File: src/rtl/id_ex_stage.sv
// ID/EX pipeline register and EX-stage operand path for the RV32 5-stage core.
// Captures decoded ID fields, decodes the ALU opcode at capture time, bypasses
// WB data into the captured register values, forwards EX/MEM and MEM/WB
// results into the ALU operands, and detects load-use hazards.
// Optional feature macro: ALU_DECODE_ERR_EN (registered decode-error flag).
module id_ex_stage #(
    parameter int XLEN   = 32,
    parameter int REG_AW = 5
) (
    input  logic              clk_i,
    input  logic              rst_n_i,
    input  logic              stall_i,
    input  logic              flush_i,
    input  logic              id_valid_i,
    input  logic [XLEN-1:0]   id_rs1_data_i,
    input  logic [XLEN-1:0]   id_rs2_data_i,
    input  logic [XLEN-1:0]   id_imm_i,
    input  logic [REG_AW-1:0] id_rs1_i,
    input  logic [REG_AW-1:0] id_rs2_i,
    input  logic [REG_AW-1:0] id_rd_i,
    input  logic [2:0]        id_funct3_i,
    input  logic              id_funct7_b5_i,
    input  logic [1:0]        id_alu_op_i,
    input  logic              id_alu_src_i,
    input  logic              id_reg_write_i,
    input  logic              id_mem_read_i,
    input  logic              id_mem_write_i,
    input  logic              id_mem_to_reg_i,
    input  logic              id_branch_i,
    input  logic              exmem_reg_write_i,
    input  logic [REG_AW-1:0] exmem_rd_i,
    input  logic [XLEN-1:0]   exmem_alu_out_i,
    input  logic              memwb_reg_write_i,
    input  logic [REG_AW-1:0] memwb_rd_i,
    input  logic [XLEN-1:0]   memwb_wdata_i,
    output logic              hazard_stall_o,
    output logic              ex_valid_o,
    output logic [3:0]        ex_alu_opcode_o,
    output logic [XLEN-1:0]   ex_in_a_o,
    output logic [XLEN-1:0]   ex_in_b_o,
    output logic [XLEN-1:0]   ex_store_data_o,
    output logic [REG_AW-1:0] ex_rd_o,
    output logic              ex_reg_write_o,
    output logic              ex_mem_read_o,
    output logic              ex_mem_write_o,
    output logic              ex_mem_to_reg_o,
    output logic              ex_branch_o,
    output logic              ex_decode_err_o
);

    localparam logic [3:0] OP_AND = 4'h0;
    localparam logic [3:0] OP_OR  = 4'h1;
    localparam logic [3:0] OP_ADD = 4'h2;
    localparam logic [3:0] OP_SUB = 4'h6;

    typedef enum logic [1:0] {
        UPD_LOAD   = 2'd0,
        UPD_HOLD   = 2'd1,
        UPD_BUBBLE = 2'd2
    } upd_e;

    upd_e              upd;

    logic              valid_q,      valid_d;
    logic [3:0]        opcode_q,     opcode_d;
    logic              reg_write_q,  reg_write_d;
    logic              mem_read_q,   mem_read_d;
    logic              mem_write_q,  mem_write_d;
    logic              mem_to_reg_q, mem_to_reg_d;
    logic              branch_q,     branch_d;
    logic              alu_src_q,    alu_src_d;
    logic [REG_AW-1:0] rd_q,         rd_d;
    logic [REG_AW-1:0] rs1_q,        rs1_d;
    logic [REG_AW-1:0] rs2_q,        rs2_d;
    logic [XLEN-1:0]   rs1_data_q,   rs1_data_d;
    logic [XLEN-1:0]   rs2_data_q,   rs2_data_d;
    logic [XLEN-1:0]   imm_q,        imm_d;

    logic [3:0]        dec_opcode;
    logic              wb_byp_rs1;
    logic              wb_byp_rs2;
    logic [XLEN-1:0]   fwd_rs1;
    logic [XLEN-1:0]   fwd_rs2;

    // Load-use: a load in EX whose destination is read by the instruction in ID.
    assign hazard_stall_o = id_valid_i && valid_q && mem_read_q && (rd_q != '0) &&
                            ((rd_q == id_rs1_i) || (rd_q == id_rs2_i));

    // Update selection: flush beats external stall, which beats the hazard bubble.
    always_comb begin
        if (flush_i) begin
            upd = UPD_BUBBLE;
        end else if (stall_i) begin
            upd = UPD_HOLD;
        end else if (hazard_stall_o) begin
            upd = UPD_BUBBLE;
        end else begin
            upd = UPD_LOAD;
        end
    end

    // ALU control decode of the instruction currently in ID.
    always_comb begin
        dec_opcode = OP_ADD;
        case (id_alu_op_i)
            2'b00: dec_opcode = OP_ADD;
            2'b01: dec_opcode = OP_SUB;
            default: begin
                case (id_funct3_i)
                    3'b000:  dec_opcode = ((id_alu_op_i == 2'b10) && id_funct7_b5_i) ? OP_SUB : OP_ADD;
                    3'b111:  dec_opcode = OP_AND;
                    3'b110:  dec_opcode = OP_OR;
                    default: dec_opcode = OP_ADD;
                endcase
            end
        endcase
    end

    // A write landing in the register file this cycle is not yet visible in the
    // ID read data, so take it directly from the WB stage at capture.
    assign wb_byp_rs1 = memwb_reg_write_i && (memwb_rd_i != '0) && (memwb_rd_i == id_rs1_i);
    assign wb_byp_rs2 = memwb_reg_write_i && (memwb_rd_i != '0) && (memwb_rd_i == id_rs2_i);

    // Next-state for the ID/EX register; bubbles clear the control path only.
    always_comb begin
        valid_d      = valid_q;
        opcode_d     = opcode_q;
        reg_write_d  = reg_write_q;
        mem_read_d   = mem_read_q;
        mem_write_d  = mem_write_q;
        mem_to_reg_d = mem_to_reg_q;
        branch_d     = branch_q;
        alu_src_d    = alu_src_q;
        rd_d         = rd_q;
        rs1_d        = rs1_q;
        rs2_d        = rs2_q;
        rs1_data_d   = rs1_data_q;
        rs2_data_d   = rs2_data_q;
        imm_d        = imm_q;
        case (upd)
            UPD_BUBBLE: begin
                valid_d      = 1'b0;
                opcode_d     = OP_ADD;
                reg_write_d  = 1'b0;
                mem_read_d   = 1'b0;
                mem_write_d  = 1'b0;
                mem_to_reg_d = 1'b0;
                branch_d     = 1'b0;
            end
            UPD_LOAD: begin
                valid_d      = id_valid_i;
                opcode_d     = dec_opcode;
                reg_write_d  = id_reg_write_i;
                mem_read_d   = id_mem_read_i;
                mem_write_d  = id_mem_write_i;
                mem_to_reg_d = id_mem_to_reg_i;
                branch_d     = id_branch_i;
                alu_src_d    = id_alu_src_i;
                rd_d         = id_rd_i;
                rs1_d        = id_rs1_i;
                rs2_d        = id_rs2_i;
                rs1_data_d   = wb_byp_rs1 ? memwb_wdata_i : id_rs1_data_i;
                rs2_data_d   = wb_byp_rs2 ? memwb_wdata_i : id_rs2_data_i;
                imm_d        = id_imm_i;
            end
            default: ;
        endcase
    end

    // ID/EX register.
    always_ff @(posedge clk_i or negedge rst_n_i) begin
        if (!rst_n_i) begin
            valid_q      <= 1'b0;
            opcode_q     <= OP_ADD;
            reg_write_q  <= 1'b0;
            mem_read_q   <= 1'b0;
            mem_write_q  <= 1'b0;
            mem_to_reg_q <= 1'b0;
            branch_q     <= 1'b0;
            alu_src_q    <= 1'b0;
            rd_q         <= '0;
            rs1_q        <= '0;
            rs2_q        <= '0;
            rs1_data_q   <= '0;
            rs2_data_q   <= '0;
            imm_q        <= '0;
        end else begin
            valid_q      <= valid_d;
            opcode_q     <= opcode_d;
            reg_write_q  <= reg_write_d;
            mem_read_q   <= mem_read_d;
            mem_write_q  <= mem_write_d;
            mem_to_reg_q <= mem_to_reg_d;
            branch_q     <= branch_d;
            alu_src_q    <= alu_src_d;
            rd_q         <= rd_d;
            rs1_q        <= rs1_d;
            rs2_q        <= rs2_d;
            rs1_data_q   <= rs1_data_d;
            rs2_data_q   <= rs2_data_d;
            imm_q        <= imm_d;
        end
    end

    // Operand forwarding: the younger EX/MEM result wins over MEM/WB; x0 never forwards.
    always_comb begin
        fwd_rs1 = rs1_data_q;
        if (exmem_reg_write_i && (exmem_rd_i != '0) && (exmem_rd_i == rs1_q)) begin
            fwd_rs1 = exmem_alu_out_i;
        end else if (memwb_reg_write_i && (memwb_rd_i != '0) && (memwb_rd_i == rs1_q)) begin
            fwd_rs1 = memwb_wdata_i;
        end
    end

    // Same priority for rs2, which feeds both in_b and the store data.
    always_comb begin
        fwd_rs2 = rs2_data_q;
        if (exmem_reg_write_i && (exmem_rd_i != '0) && (exmem_rd_i == rs2_q)) begin
            fwd_rs2 = exmem_alu_out_i;
        end else if (memwb_reg_write_i && (memwb_rd_i != '0) && (memwb_rd_i == rs2_q)) begin
            fwd_rs2 = memwb_wdata_i;
        end
    end

    assign ex_in_a_o       = fwd_rs1;
    assign ex_in_b_o       = alu_src_q ? imm_q : fwd_rs2;
    assign ex_store_data_o = fwd_rs2;
    assign ex_valid_o      = valid_q;
    assign ex_alu_opcode_o = opcode_q;
    assign ex_rd_o         = rd_q;
    assign ex_reg_write_o  = reg_write_q;
    assign ex_mem_read_o   = mem_read_q;
    assign ex_mem_write_o  = mem_write_q;
    assign ex_mem_to_reg_o = mem_to_reg_q;
    assign ex_branch_o     = branch_q;

`ifdef ALU_DECODE_ERR_EN
    logic dec_illegal;
    logic dec_err_q, dec_err_d;

    // R/I-type funct3 values the ALU control does not implement.
    assign dec_illegal = id_alu_op_i[1] &&
                         !((id_funct3_i == 3'b000) || (id_funct3_i == 3'b110) || (id_funct3_i == 3'b111));

    // Error flag follows the instruction through the same update rules.
    always_comb begin
        dec_err_d = dec_err_q;
        case (upd)
            UPD_LOAD:   dec_err_d = dec_illegal;
            UPD_BUBBLE: dec_err_d = 1'b0;
            default:    ;
        endcase
    end

    // Decode-error register.
    always_ff @(posedge clk_i or negedge rst_n_i) begin
        if (!rst_n_i) begin
            dec_err_q <= 1'b0;
        end else begin
            dec_err_q <= dec_err_d;
        end
    end

    assign ex_decode_err_o = dec_err_q;
`else
    assign ex_decode_err_o = 1'b0;
`endif

endmodule

File: config.mk
export PLATFORM = sky130hd
export DESIGN_NAME = id_ex_stage
export DESIGN_NICKNAME = d
export VERILOG_FILES = /design/src/rtl/id_ex_stage.sv
export SDC_FILE = /design/constraint.sdc
export NUM_CORES = 1
export LEC_CHECK = 0
export CELL_PAD_IN_SITES_DETAIL_PLACEMENT = 2
export CELL_PAD_IN_SITES_GLOBAL_PLACEMENT = 2
export CORE_ASPECT_RATIO = 0.5
export CORE_MARGIN = 2
export CORE_UTILIZATION = 27
export CTS_CLUSTER_SIZE = 8
export DETAILED_ROUTE_END_ITERATION = 6
export PLACE_DENSITY = 0.78
export SYNTH_ARGS = -nofsm -noshare
export SYNTH_HDL_FRONTEND = slang
export SYNTH_SLANG_ARGS = --single-unit
File: constraint.sdc
create_clock -name clk_i -period 2.3 [get_ports clk_i]
set_input_delay 0.23 -clock clk_i [delete_from_list [all_inputs] [get_ports clk_i]]
set_output_delay 0.23 -clock clk_i [all_outputs]
set_load 0.05 [all_outputs]
* After elaboration in Yosys (flattened, before gate mapping)
Index checks and enable logic that the tools add are counted.
** Operators by class
- Eq/ne operators :: 13
- Multiplexer cells :: 20
- Reductions and logical operators :: 21
** Operators with widths (count)
- $mux 32 :: 7
- $eq 5x5->1 :: 8
- $reduce_bool 5->1 :: 3
- $logic_and 1x1->1 :: 13
- $pmux 1 s2 :: 6
- $pmux 3 s3 :: 1
- $pmux 4 s2 :: 1
- $eq 3x3->1 const B :: 2
- $mux 2 :: 3
- $pmux 3 s2 :: 1
- $eq 2x2->1 const B :: 2
- $logic_not 2->1 :: 2
- $logic_not 3->1 :: 1
- $mux 3 :: 1
- $eq 2x1->1 const B :: 1
- $reduce_bool 2->1 :: 1
- $logic_or 1x1->1 :: 1
** Storage, ports and cells
- Register bits :: 122
- Input port bits :: 204

* Logic depth before layout (Yosys ltp)
- Depth after elaboration :: 9
- Gate-level depth with buffers :: 8
- Gate-level depth less buffers :: 6

* Least setup slack after synthesis
No wires, ideal clock.
- Path type :: input to output
- Start :: in memwb_rd_i[1]
- End :: out ex_in_b_o[9]
- Arrival time :: 2.757 ns
- Setup slack :: -0.687 ns
- Stages on the path :: 7
- Cell sequence :: buf_2 > or4_4 > a21bo_1 > nand3_2 > buf_6 > mux2i_1 > a221oi_1
** On the way
- Word-level cells in the longest chain between the ends :: 6
** Ends and longest elaborated chain
- from (decl) :: line 34 : input logic [REG_AW-1:0] memwb_rd_i,
- $reduce_bool 5->1 :: line 220 : end else if (memwb_reg_write_i && (memwb_rd_i != '0) && (memwb_rd_i == rs2_q)) begin
- $logic_and 1x1->1 :: line 220
- $logic_and 1x1->1 (*) :: line 220
- $mux 32 (*) :: line 220
- $mux 32 (*) :: line 218 : if (exmem_reg_write_i && (exmem_rd_i != '0) && (exmem_rd_i == rs2_q)) begin
- $mux 32 (*) :: line 226 : assign ex_in_b_o = alu_src_q ? imm_q : fwd_rs2;
- to (decl) :: line 40 : output logic [XLEN-1:0] ex_in_b_o,
Every way passes the cells marked *; elsewhere a longest branch is shown, timed or not.

* Worst setup path after layout
- Start :: reg rs2_q[1]
- End :: out ex_store_data_o[21]
** On the way
- Word-level cells in the longest chain between the ends :: 4
** Ends and longest elaborated chain
- from (decl) :: line 74 : logic [REG_AW-1:0] rs2_q, rs2_d;
- from (signal assigned) :: line 198 : rs2_q <= rs2_d;
- $eq 5x5->1 :: line 220
- $logic_and 1x1->1 :: line 220
- $mux 32 :: line 220
- $mux 32 (*) :: line 218
- to (decl) :: line 41 : output logic [XLEN-1:0] ex_store_data_o,
Marked as above.

==> flow_metrics.py <==
metrics = {
    "logic_synthesis": {
        "avgSynthCellArea_um2": 10.5,
        "ys_seq_area_share_pct": 37.2,
        "synth_warnings": 0,
        "ys_types": 42,
        "ys.flop_type": "dfrtp_1",
        "synth_edf_count": 0,
        "synth_area_mm2": 0.00815,
        "syn_inst": 775,
        "ys_async_sr_fraction_pct": 100,
        "ys_ff_latch": 121,
    },
    "cells_and_area": {
        "seq_area_mm2": 0.00304,
        "final_cell_mix": "210 x clkdlybuf4s50_1, 114 x dfrtp_1, 112 x buf_12, 100 x mux2_2, 78 x buf_4",
        "nets": 1412,
        "instances_no_fill": 1629,
        "final_layout_size_suffix_gt1_share_pct": 57.7,
        "final_common_cell": "clkdlybuf4s50_1",
        "nFillCells": 2593,
        "postLayoutCellArea_mm2": 0.0171,
        "area_growth_pct": 110,
        "multiInputGateArea_mm2": 0.00689,
        "final_core_util_pct": 58.3,
    },
    "sta": {
        "period_needed_ns": 3.13,
        "slew_violations": 0,
        "tightestPinTransition_ns": 0.733,
        "post-route-period-util_pct": 136,
        "setup_violations": 143,
        "grt_setup_unrepaired": "yes",
        "slew_headroom_pct": 51.0,
        "max_freq_mhz": 319,
        "finClkSkew_ns": 0.0311,
        "hold_viol": 0,
        "setup-tns-final_ns": -69.92,
        "setup_slack_ns": -0.830,
    },
    "clock_network": {
        "cts_tree": "done",
        "cts-root-buf": "clkbuf_16",
        "worstSkewPairLatency_ns": 0.49,
        "clock_path_buffers": 2,
        "clkSinkCount": 121,
        "clk_pin_slew_ns": 0.08,
        "h-tree-depth": 4,
        "numCtsBuffers": 17,
    },
    "global_routing": {
        "grt_max_degree": 55,
        "grt_pass1_wl_um": 79800,
        "antenna_found_initial": 14,
        "gr-usage-all-layers_pct": 35.1,
        "grt_remaining_overflow": 0,
        "grt_pass1_vias": 10500,
    },
    "detailed_routing": {
        "vias": 9688,
        "drc_errors": 0,
        "viasPerCell": 5.95,
        "wirelength_um": 69400,
        "drtIter0Drc": 736,
        "wire_per_inst_um": 42.6,
        "dr.pass1.iters": 5,
        "postRouteAntennaNets": 0,
    },
    "die": {
        "rows": 44,
        "die_h_um": 127,
        "die_x_um": 250,
        "ios": 317,
        "core_area_mm2": 0.0293,
        "die_area_mm2": 0.0317,
        "start_util_pct": 27.8,
    },
    "place": {
        "dp_slack_ns": -0.578,
        "finalWeightedCongestion": 0.824,
        "dp_cells": 1535,
        "hpwl_um": 32100,
        "post_dp_cell_area_mm2": 0.0143,
        "portBuffers": 314,
    },
    "worst_setup_path": {
        "cp_max_fo": 4,
        "cp-end-kind": "output pin",
        "crit_type": "reg -> out",
        "critPathLaunchType": "flip-flop",
        "cp.required_ns": 2.07,
        "arrival_ns": 2.90,
    },
    "power": {
        "static-leakage-power_nw": 6.69,
        "p_per_area_mw_per_mm2": 730,
        "ir_worst_vdd_uv": 575,
    },
    "hold_path": {
        "hp-class": "in -> async",
    },
    "job": {
        "max-cap-violations": 0,
    },
    "outcome": {
        "status": "finished, violations left",
        "violations": "setup timing",
    },
}
cells in the mapped netlist, types with 21 or more instances:
master | n | area (um^2)
clkbuf_1 | 29 | 109
buf_2 | 21 | 105
a31oi_1 | 40 | 250
mux2_4 | 60 | 901
mux2_2 | 100 | 1130
xnor2_1 | 26 | 228
mux2i_1 | 45 | 450
nand2_1 | 57 | 214
dfrtp_1 | 120 | 3000
nor2_1 | 69 | 259
a21oi_1 | 47 | 235
path summary, 6_finish.rpt:
path	to	depth (start not counted)	slack (ns)	from
setup / recovery	ex_store_data_o[21]	11	-0.83	rs2_q[1]
hold / removal	rs2_data_q[24]	2	0.35	rst_n_i
setup reg to reg	rs1_data_q[11]	6	0.21	ex_rd_o[0]
hold reg to reg	ex_branch_o	1	0.50	ex_branch_o
max in group asynchronous	rs2_data_q[11]	3	1.05	rst_n_i
min in group clk_i	imm_q[25]	2	0.38	id_imm_i[25]
area by class of cell:
type / count / share of cell area, %
antenna: 17 / 0.249
clock buffer: 23 / 2.68
clock inverter: 9 / 0.586
inverter: 13 / 0.285
multi-input combinational: 577 / 40.3
sequential: 121 / 17.8
tap: 391 / 2.86
timing repair buffer: 478 / 35.3
through the flow:
step                hold WS (ns)  power (mW)
detailed placement         0.237        8.22
global placement           0.231        8.02
floorplan                -0.0656        5.62
finish                     0.346        12.5
global route               0.369        12.6
CTS                        0.343        11.5
metal layers:
layer / global-route usage, % / vias up / share of wire [%] / routed length (um)
li1: - / 3694 / - / -
met1: 38.4 / 5020 / 38 / 26400
met2: 62.8 / 663 / 48 / 33100
met3: 7.94 / 311 / 6.9 / 4790
met4: 20.7 / 0 / 7.4 / 5110
met5: 0 / - / 0 / 0
sequential cells by signal, indices dropped and copies added (netlist names):
register / count
ex_mem_write_o: 1
ex_reg_write_o: 1
rs1_data_q: 32
ex_mem_to_reg_o: 1
rs2_data_q: 32
ex_mem_read_o: 1
rs2_q: 5
ex_rd_o: 5
ex_branch_o: 1
ex_alu_opcode_o: 3
ex_valid_o: 1
rs1_q: 5
alu_src_q: 1
imm_q: 32
kinds of logic after synthesis:
kind of cell	Yosys count	share of synthesized area, %
xor gates and xnor gates	39	4.19
buffers and inverters	78	4.84
muxes	209	30.9
other	1	0.0460
AOI/OAI and AO/OA	142	12.0
and+or+nand+nor	185	10.8
DFF	121	37.2
worst max-delay path, cell delays in order, from the launching register on:
cell and delay, ns:
dfrtp_1 0.44, buf_4 0.18, xnor2_1 0.20, and2_1 0.26, nand3_4 0.19, buf_12 0.19
buf_16 0.15, buf_12 0.13, mux2i_4 0.20, buf_6 0.15, a21oi_4 0.15, buf_12 0.16
power breakdown:
group / switching [mW] / internal [mW] / total, mW
Sequential: 0.443 / 2.44 / 2.88
Combinational: 3.67 / 3.00 / 6.68
Clock: 1.30 / 1.62 / 2.91
Total: 5.41 / 7.06 / 12.5
what timing repair did:
action | in CTS | in global routing
endpoints found under the setup margin | 96 | 97
buffers inserted | 22 | 18
gates resized for setup | 168 | 172
gates cloned | 6 | 8
hold buffers | 1 | 0
hold endpoints to repair | 52 | 0
pin swaps | 17 | 36
No activity file was read; power rests on OpenSTA's default activity.
